[src/rtl/commit_trace_buffer_if.sv]
// Interface bundling the write-back capture port and the trace drain port of
// commit_trace_buffer. The "slave" modport is the buffer itself; the "master"
// modport is the environment (MEM/WB stage on the input side, checker/logger
// on the output side).
// Optional feature macro: TRACE_CYCLE_STAMP_EN adds out_cycle[31:0].
interface commit_trace_buffer_if #(
    parameter int DEPTH  = 16,
    parameter int PC_W   = 16,
    parameter int DATA_W = 16
);
    localparam int CNT_W = $clog2(DEPTH) + 1;

    // Write-back capture side
    logic              wb_valid;
    logic [PC_W-1:0]   wb_pc;
    logic              wb_regwrite;
    logic [3:0]        wb_rd;
    logic [DATA_W-1:0] wb_data;
    logic              wb_hlt;

    // Trace drain side
    logic              out_valid;
    logic              out_ready;
    logic [15:0]       out_seq;
    logic [PC_W-1:0]   out_pc;
    logic [3:0]        out_rd;
    logic              out_regwrite;
    logic [DATA_W-1:0] out_data;
    logic              out_hlt;
`ifdef TRACE_CYCLE_STAMP_EN
    logic [31:0]       out_cycle;
`endif

    // Status
    logic [CNT_W-1:0]  count;
    logic              overflow;
    logic [7:0]        drop_cnt;
    logic              trace_done;

`ifdef TRACE_CYCLE_STAMP_EN
    modport master (
        output wb_valid, wb_pc, wb_regwrite, wb_rd, wb_data, wb_hlt, out_ready,
        input  out_valid, out_seq, out_pc, out_rd, out_regwrite, out_data, out_hlt,
        input  out_cycle,
        input  count, overflow, drop_cnt, trace_done
    );

    modport slave (
        input  wb_valid, wb_pc, wb_regwrite, wb_rd, wb_data, wb_hlt, out_ready,
        output out_valid, out_seq, out_pc, out_rd, out_regwrite, out_data, out_hlt,
        output out_cycle,
        output count, overflow, drop_cnt, trace_done
    );
`else
    modport master (
        output wb_valid, wb_pc, wb_regwrite, wb_rd, wb_data, wb_hlt, out_ready,
        input  out_valid, out_seq, out_pc, out_rd, out_regwrite, out_data, out_hlt,
        input  count, overflow, drop_cnt, trace_done
    );

    modport slave (
        input  wb_valid, wb_pc, wb_regwrite, wb_rd, wb_data, wb_hlt, out_ready,
        output out_valid, out_seq, out_pc, out_rd, out_regwrite, out_data, out_hlt,
        output count, overflow, drop_cnt, trace_done
    );
`endif

endinterface : commit_trace_buffer_if

[src/rtl/commit_trace_buffer.sv]
// commit_trace_buffer
// Captures every retiring instruction from MEM/WB into an in-order commit
// record (seq#, PC, rd, regwrite, data, HLT), queues it in a DEPTH-entry FIFO
// and drains it over a valid/ready port. A retiring HLT closes the trace:
// further retirements are ignored, and trace_done rises once the queue has
// fully drained. Records arriving while full are dropped and counted.
// Optional feature macro: TRACE_CYCLE_STAMP_EN stamps every record with a
// free-running 32-bit cycle counter and exposes it on out_cycle.
module commit_trace_buffer #(
    parameter int DEPTH  = 16,
    parameter int PC_W   = 16,
    parameter int DATA_W = 16
) (
    input  logic                  clk,
    input  logic                  rst_n,
    commit_trace_buffer_if.slave  bus
);
    localparam int PTR_W = $clog2(DEPTH);
    localparam int CNT_W = PTR_W + 1;

    typedef enum logic [1:0] {
        ST_RUN   = 2'd0,
        ST_DRAIN = 2'd1,
        ST_DONE  = 2'd2
    } state_t;

    typedef struct packed {
        logic [15:0]       seq;
        logic [PC_W-1:0]   pc;
        logic [3:0]        rd;
        logic              regwrite;
        logic [DATA_W-1:0] data;
        logic              hlt;
`ifdef TRACE_CYCLE_STAMP_EN
        logic [31:0]       cycle;
`endif
    } rec_t;

    // Storage and state
    rec_t              mem [DEPTH];
    state_t            state;
    logic [PTR_W-1:0]  wr_ptr;
    logic [PTR_W-1:0]  rd_ptr;
    logic [CNT_W-1:0]  count_q;
    logic [15:0]       seq_q;
    logic              overflow_q;
    logic [7:0]        drop_q;
    logic              done_q;
`ifdef TRACE_CYCLE_STAMP_EN
    logic [31:0]       cycle_q;
`endif

    // Per-cycle decisions
    logic              full;
    logic              out_valid;
    logic              push;
    logic              pop;
    logic              accept;
    logic              drop;
    logic [CNT_W-1:0]  count_nxt;
    rec_t              new_rec;
    rec_t              head;

    assign full      = (count_q == CNT_W'(DEPTH));
    assign out_valid = (count_q != '0);

    // A push is only attempted while the trace is open; the record is stored
    // unless the queue is full with no simultaneous pop to make room.
    assign push   = bus.wb_valid && (state == ST_RUN);
    assign pop    = out_valid && bus.out_ready;
    assign accept = push && (!full || pop);
    assign drop   = push && full && !pop;

    // Next occupancy from the accepted push / pop pair
    // NOTE: every always_comb output gets a default first so no path leaves it unassigned and infers a latch.
    always_comb begin
        count_nxt = count_q;
        case ({accept, pop})
            2'b10:   count_nxt = count_q + CNT_W'(1);
            2'b01:   count_nxt = count_q - CNT_W'(1);
            default: count_nxt = count_q;
        endcase
    end

    // Assemble the commit record for the instruction retiring this cycle
    always_comb begin
        new_rec          = '0;
        new_rec.seq      = seq_q;
        new_rec.pc       = bus.wb_pc;
        new_rec.rd       = bus.wb_rd;
        new_rec.regwrite = bus.wb_regwrite;
        new_rec.data     = bus.wb_data;
        new_rec.hlt      = bus.wb_hlt;
`ifdef TRACE_CYCLE_STAMP_EN
        new_rec.cycle    = cycle_q;
`endif
    end

    // Record storage; when full with a simultaneous pop, wr_ptr equals rd_ptr,
    // the head is read out this cycle and the slot is reused as the new tail.
    // NOTE: the record array carries no reset; stale contents are never visible because head fields are gated by out_valid.
    always_ff @(posedge clk) begin
        if (rst_n && accept) begin
            mem[wr_ptr] <= new_rec;
        end
    end

    // Pointers, occupancy, sequence counter and drop accounting
    // NOTE: sequential state is updated with non-blocking assignments so every register samples pre-edge values.
    always_ff @(posedge clk) begin
        if (!rst_n) begin
            wr_ptr     <= '0;
            rd_ptr     <= '0;
            count_q    <= '0;
            seq_q      <= '0;
            overflow_q <= 1'b0;
            drop_q     <= '0;
        end else begin
            if (accept) begin
                wr_ptr <= wr_ptr + PTR_W'(1);
            end
            if (pop) begin
                rd_ptr <= rd_ptr + PTR_W'(1);
            end
            count_q <= count_nxt;
            // Sequence advances on every attempt so drops leave visible gaps
            if (push) begin
                seq_q <= seq_q + 16'd1;
            end
            if (drop) begin
                overflow_q <= 1'b1;
                if (drop_q != 8'hFF) begin
                    drop_q <= drop_q + 8'd1;
                end
            end
        end
    end

    // Trace lifecycle: RUN until HLT retires, DRAIN until empty, then DONE
    always_ff @(posedge clk) begin
        if (!rst_n) begin
            state  <= ST_RUN;
            done_q <= 1'b0;
        end else begin
            case (state)
                ST_RUN: begin
                    if (push && bus.wb_hlt) begin
                        state <= ST_DRAIN;
                    end
                end
                ST_DRAIN: begin
                    if (count_nxt == '0) begin
                        state  <= ST_DONE;
                        done_q <= 1'b1;
                    end
                end
                ST_DONE: begin
                    done_q <= 1'b1;
                end
                default: begin
                    state  <= ST_RUN;
                    done_q <= 1'b0;
                end
            endcase
        end
    end

`ifdef TRACE_CYCLE_STAMP_EN
    // Free-running cycle counter used to stamp records
    always_ff @(posedge clk) begin
        if (!rst_n) begin
            cycle_q <= '0;
        end else begin
            cycle_q <= cycle_q + 32'd1;
        end
    end
`endif

    // Head record drive; fields read as zero whenever nothing is queued
    assign head             = mem[rd_ptr];
    assign bus.out_valid    = out_valid;
    assign bus.out_seq      = out_valid ? head.seq      : '0;
    assign bus.out_pc       = out_valid ? head.pc       : '0;
    assign bus.out_rd       = out_valid ? head.rd       : '0;
    assign bus.out_regwrite = out_valid ? head.regwrite : 1'b0;
    assign bus.out_data     = out_valid ? head.data     : '0;
    assign bus.out_hlt      = out_valid ? head.hlt      : 1'b0;
`ifdef TRACE_CYCLE_STAMP_EN
    assign bus.out_cycle    = out_valid ? head.cycle    : '0;
`endif

    assign bus.count      = count_q;
    assign bus.overflow   = overflow_q;
    assign bus.drop_cnt   = drop_q;
    assign bus.trace_done = done_q;

endmodule : commit_trace_buffer

[src/flat_wrapper.sv]
// flat-port wrapper written by rule: the top's interface ports become plain ports
module commit_trace_buffer_flat 
#(
    parameter int DEPTH  = 16,
    parameter int PC_W   = 16,
    parameter int DATA_W = 16
)
  (clk, rst_n, bus_wb_valid, bus_wb_pc, bus_wb_regwrite, bus_wb_rd, bus_wb_data, bus_wb_hlt, bus_out_ready, bus_out_valid, bus_out_seq, bus_out_pc, bus_out_rd, bus_out_regwrite, bus_out_data, bus_out_hlt, bus_count, bus_overflow, bus_drop_cnt, bus_trace_done);
  commit_trace_buffer_if #(.DEPTH(DEPTH), .PC_W(PC_W), .DATA_W(DATA_W)) bus_i ();
  input  logic clk;
  input  logic rst_n;
  input wire logic [$bits(bus_i.wb_valid)-1:0] bus_wb_valid;
  input wire logic [$bits(bus_i.wb_pc)-1:0] bus_wb_pc;
  input wire logic [$bits(bus_i.wb_regwrite)-1:0] bus_wb_regwrite;
  input wire logic [$bits(bus_i.wb_rd)-1:0] bus_wb_rd;
  input wire logic [$bits(bus_i.wb_data)-1:0] bus_wb_data;
  input wire logic [$bits(bus_i.wb_hlt)-1:0] bus_wb_hlt;
  input wire logic [$bits(bus_i.out_ready)-1:0] bus_out_ready;
  output wire logic [$bits(bus_i.out_valid)-1:0] bus_out_valid;
  output wire logic [$bits(bus_i.out_seq)-1:0] bus_out_seq;
  output wire logic [$bits(bus_i.out_pc)-1:0] bus_out_pc;
  output wire logic [$bits(bus_i.out_rd)-1:0] bus_out_rd;
  output wire logic [$bits(bus_i.out_regwrite)-1:0] bus_out_regwrite;
  output wire logic [$bits(bus_i.out_data)-1:0] bus_out_data;
  output wire logic [$bits(bus_i.out_hlt)-1:0] bus_out_hlt;
  output wire logic [$bits(bus_i.count)-1:0] bus_count;
  output wire logic [$bits(bus_i.overflow)-1:0] bus_overflow;
  output wire logic [$bits(bus_i.drop_cnt)-1:0] bus_drop_cnt;
  output wire logic [$bits(bus_i.trace_done)-1:0] bus_trace_done;
  assign bus_i.wb_valid = bus_wb_valid;
  assign bus_i.wb_pc = bus_wb_pc;
  assign bus_i.wb_regwrite = bus_wb_regwrite;
  assign bus_i.wb_rd = bus_wb_rd;
  assign bus_i.wb_data = bus_wb_data;
  assign bus_i.wb_hlt = bus_wb_hlt;
  assign bus_i.out_ready = bus_out_ready;
  assign bus_out_valid = bus_i.out_valid;
  assign bus_out_seq = bus_i.out_seq;
  assign bus_out_pc = bus_i.out_pc;
  assign bus_out_rd = bus_i.out_rd;
  assign bus_out_regwrite = bus_i.out_regwrite;
  assign bus_out_data = bus_i.out_data;
  assign bus_out_hlt = bus_i.out_hlt;
  assign bus_count = bus_i.count;
  assign bus_overflow = bus_i.overflow;
  assign bus_drop_cnt = bus_i.drop_cnt;
  assign bus_trace_done = bus_i.trace_done;
  commit_trace_buffer #(.DEPTH(DEPTH), .PC_W(PC_W), .DATA_W(DATA_W)) u_core (.clk(clk), .rst_n(rst_n), .bus(bus_i));
endmodule
[config.mk]
export PLATFORM = sky130hd
export DESIGN_NAME = commit_trace_buffer_flat
export DESIGN_NICKNAME = d
export VERILOG_FILES = /design/src/rtl/commit_trace_buffer_if.sv /design/src/rtl/commit_trace_buffer.sv /design/src/flat_wrapper.sv
export SDC_FILE = /design/constraint.sdc
export NUM_CORES = 1
export LEC_CHECK = 0
export CORE_MARGIN = 8
export CORE_UTILIZATION = 57
export DETAILED_ROUTE_END_ITERATION = 10
export DONT_BUFFER_PORTS = 1
export GPL_TIMING_DRIVEN = 0
export HOLD_SLACK_MARGIN = 0.08
export PLACE_DENSITY = 0.73
export SETUP_SLACK_MARGIN = 0.02
export SLEW_MARGIN = 20
export SYNTH_ARGS = -nofsm -noshare
export SYNTH_HDL_FRONTEND = slang
export SYNTH_SLANG_ARGS = --single-unit
[constraint.sdc]
create_clock -name clk -period 4.58 [get_ports clk]
set_input_delay 0.916 -clock clk [delete_from_list [all_inputs] [get_ports clk]]
set_output_delay 0.916 -clock clk [all_outputs]
set_load 0.02 [all_outputs]
Word level (Yosys, flattened, before mapping):

Memory sizes are Yosys's and may differ from the RTL's. A register that Yosys moved wholly into a read port is not among the register bits.
Index checks and enable logic that the tools add are counted.
Widths: inputs -> output; s select.

* flip-flop bits (word level): 41
* bits in writable memories: 864
* input bits: 42
* output and inout bits: 70
* logic and storage cells: 57
* memories: 1

* add/sub/neg operators: 6
* eq/ne operators: 8
* muxes and demuxes: 16
* bitwise operators: 2
* reduce and logical (&&, ||, !) cells: 16

Memories
* u_core.mem: depth 16, bits a word 54, rd ports 1, clocked after Yosys merged registers in 1, wr ports 1, RTL line commit_trace_buffer.sv:40 `rec_t mem [DEPTH];`

Operator list (number)
* $mux 16: 3
* $add 16x1->16 const B: 1
* $mux 4: 3
* $pmux 5 s2: 1
* $add 4x1->4 const B: 2
* $add 8x1->8 const B: 1
* $ne 8x8->1 const B: 1
* $logic_and 1x1->1: 7
* $pmux 2 s3: 1
* $add 5x1->5 const B: 1
* $eq 5x5->1 const B: 1
* $logic_not 5->1: 1
* $mux 1: 5
* $reduce_bool 5->1: 1
* $sub 5x1->5 const B: 1
* $eq 2x1->1 const B: 2
* $eq 2x2->1 const B: 2
* $mux 2: 2
* $reduce_and 2->1: 2
* $pmux 1 s3: 1
* $reduce_and 3->1: 1
* $logic_not 1->1: 2
* $logic_not 2->1: 1
* $ne 2x1->1 const B: 1
* 3 further kinds: 4

Logic depth before layout (Yosys ltp):

* word-level depth: 9
* gate-level depth with buffers: 12
* depth with buffers taken out: 12

Worst setup path before layout:

No wires, ideal clock.

* path type: input-to-reg
* start: in bus_out_ready
* end: mem u_core.mem[7][0] in the netlist's numbering, enable pin
* setup time: 466 ps
* arrival time: 4130 ps
* required time: 4114 ps
* path slack: -16 ps
* stages on the path: 5
* path buffers: 1
* cells stage by stage: buf_2 > inv_1 > a31oi_1 > nand2_1 > nor2_1

* word-level cells in the longest chain between the ends: 6

Ends and longest elaborated chain
* start: declaration: RTL line flat_wrapper.sv:18 `input wire logic [$bits(bus_i.out_ready)-1:0] bus_out_ready;`
* $logic_and 1x1->1: RTL line commit_trace_buffer.sv:70 `assign pop = out_valid && bus.out_ready;`
* $logic_or 1x1->1: RTL line commit_trace_buffer.sv:71 `assign accept = push && (!full || pop);`
* $logic_and 1x1->1: RTL line commit_trace_buffer.sv:71
* $logic_and 1x1->1: RTL line commit_trace_buffer.sv:103 `if (rst_n && accept) begin`
* $mux 1: RTL line commit_trace_buffer.sv:103
* $mux 1 (not written as such): RTL line commit_trace_buffer.sv:104 `mem[wr_ptr] <= new_rec;`
* end: declaration: RTL line commit_trace_buffer.sv:40

No other way between the ends.

==> reports/metrics.yaml <==
die:
  fp.dieArea_um2: 69600
  io-pin-count: 112
  rows: 91
  die_h_um: 264
  die_w_um: 264
  core_um2: 61300
  start_util: 0.572
worst_hold_path:
  min_delay_worst_endpoint: "u_core.mem[3][7]"
  hold_path.class: "in2reg"
  min_path_cells: 0
  min_from: "bus_wb_data[6]"
routing:
  vias_per_cell: 6.54
  routed_wl_um: 78700
  wire_per_inst_um: 31.2
  antenna_left: 0
  firstDrtPassIters: 7
  drc: 0
  vias: 16500
  drtIter0Drc: 1824
power:
  power_density_nw_per_um2: 527
  power_mw: 21.2
  leakagePower_nw: 12.3
  peakVddDrop_uv: 393
logic_synthesis:
  ys_warn_count: 0
  syn_area_um2: 35000
  synthesis.nets: 1577
  synth.largest_area_cell: "edfxtp_1"
  ys_seq_elements: 909
  synth-main-ff-cell: "edfxtp_1"
  async_reset_ff_frac: 0
  avgSynthCellArea_um2: 23.0
  synth-edff-count: 864
  synthTopCellsByArea: "edfxtp_1 (74%), mux4_2 (17%), dfxtp_1 (2.6%)"
  syn_inst: 1523
  ys_seq_area_frac: 0.767
  synth_cell_type_count: 49
  netlist.area_leader.share: 0.741
global_route:
  first_global_vias: 17400
  grt_max_degree: 22
  antenna_found_initial: 1
  grt_pass1_wl_um: 115000
  grt_usage: 0.226
  grt-ovfl-total: 0
sta:
  maxSlewViolCount: 0
  setup_viol: 0
  post-route-period-util: 0.961
  worstMarginPinSlew_ns: 1.09
  timing.hold.ws_ns: 0.368
  fmaxAchievable_mhz: 227
  tns_ns: 0
  finalClockSkew_ns: 0.0185
  worst_slew_margin_rel: 0.277
  layout_min_cycle_time_ns: 4.40
  hold_violations: 0
  grt_setup_unrepaired: "no"
layout:
  synthToLayoutAreaGrowth_pct: 14.9
  drive_gt1_frac: 0.299
  final_common_cell: "edfxtp_1"
  fin_nets: 1719
  fin_cells: 2526
  final_cell_mix: "edfxtp_1 (864), mux4_2 (270), clkbuf_16 (91)"
  n_antenna_cell: 0
critical_path:
  worstReg2RegEnd: "u_core.mem[10][15]"
  crit_type: "reg2out"
  path_max_fanout: 10
  endpoint_kind: "primary output"
  crit_required_ns: 3.66
  r2r-start: "u_core.state[1]"
  r2r_slack_ns: 0.98
  cp.arrival_ns: 3.49
  ff2ff_path_depth: 9
  cp-start-kind: "register"
status:
  status: "finished clean"
clocking:
  clk_pin_slew_ns: 0.06
  htree_num_levels: 3
  cts_tree: "built"
  holdBufCountCts: 0
  cts_inserted_buffers: 89
  cts.sinks: 909
  cts_root_buf: "clkbuf_16"
  clk-insertion-delay-late_ns: 0.64
  clockBufferDepth: 3
placement:
  gp_congestion: 0.758
  dp_hpwl_um: 47900
  place_inst: 2364
  port_buffers: 0
flow_run:
  cap_viol_max_count: 0
what timing repair did:
item                       in CTS  in global routing
gates resized for setup        13                  0
setup endpoints to repair      54                  0
setup buffers                   0                  0
critical path, cell delays in order (launching register included):
cell	delay, ns
dfxtp_1	0.32
buf_2	0.25
clkbuf_1	0.57
clkdlybuf4s15_2	0.56
mux4_2	0.38
mux4_2	0.50
and2_1	0.26
layout make-up:
cell class / count / area, um2
multi-input combinational: 529 / 7860
buffer: 78 / 443
timing repair buffer: 51 / 1280
clock inverter: 48 / 405
fill: 3740 / 21000
sequential: 909 / 26800
tap: 790 / 988
clock buffer: 114 / 2410
inverter: 7 / 26.3
Yosys cell counts, types with 2 or more instances:
cell,number
or3_1,2
nand3_1,12
xnor2_1,7
xor2_1,22
nand4b_1,3
clkbuf_1,36
nand2_1,24
buf_2,14
nand3b_1,2
nand4_1,9
and3_1,7
buf_1,9
a21oi_1,10
and2_1,55
mux2i_1,5
dfxtp_1,45
edfxtp_1,864
a211oi_1,2
ha_1,12
nor3_1,5
nor2_1,52
o21ai_0,5
buf_6,8
inv_1,7
and4_1,2
buf_4,11
mux4_2,270
nand2b_1,2
through the flow:
| stage | setup slack (ns) | area (um2) | util |
|---|---|---|---|
| 4_1_cts | 0.0895 | 40200 | 0.657 |
| 5_1_grt | 0.0371 | 40300 | 0.657 |
| 2_1_floorplan | -0.0156 | 35000 | - |
| 6_report | 0.178 | 40300 | 0.657 |
| 3_5_place_dp | 0.535 | 37400 | 0.611 |
| 3_3_place_gp | -3.23 | 36000 | 0.588 |
routing by layer:
metal	wire length, um	part of all wire	track usage	vias up
met5	0	0	0	-
met4	1870	0.024	0.0589	0
met3	6680	0.085	0.0570	142
met2	39600	0.50	0.378	874
met1	30600	0.39	0.300	8802
li1	-	-	-	6694
kinds of logic (layout without fill, tap and decap cells):
group,count (synthesis),after routing,synth area share
xor gates and xnor gates,29,29,0.00725
and+or+nand+nor,180,180,0.0273
buffers and inverters,85,298,0.0125
AOI/OAI and AO/OA,31,31,0.00640
DFF,909,909,0.767
muxes,277,277,0.176
adders and majority gates,12,12,0.00429
worst max path at each step:
stage                               endpoint  cells past startpoint           from  slack, ns
after floorplan             u_core.mem[7][0]                      5  bus_out_ready      -0.02
after detailed placement      bus_out_seq[9]                      6       register       0.54
after CTS                     bus_out_pc[12]                      6       register       0.09
after global routing          bus_out_pc[10]                      6       register       0.04
after global placement    u_core.mem[11][15]                      5  bus_out_ready      -3.23
final                         bus_out_pc[12]                      6       register       0.18
flip-flops by register name, summed over array words and instances, names as in the netlist, named ones only:
| signal | cells |
|---|---|
| u_core.state | 2 |
| u_core.wr_ptr | 4 |
| u_core.seq_q | 16 |
| u_core.bus.trace_done | 1 |
| u_core.bus.count | 5 |
| u_core.bus.overflow | 1 |
| u_core.rd_ptr | 4 |
| u_core.bus.drop_cnt | 8 |
| u_core.mem | 864 |
power breakdown:
part	total [mW]	switching (mW)	internal, mW
Sequential	9.45	0.130	9.32
Clock	7.09	2.99	4.11
Combinational	4.67	2.65	2.03
Note: power is estimated with default switching activity, not from simulation.
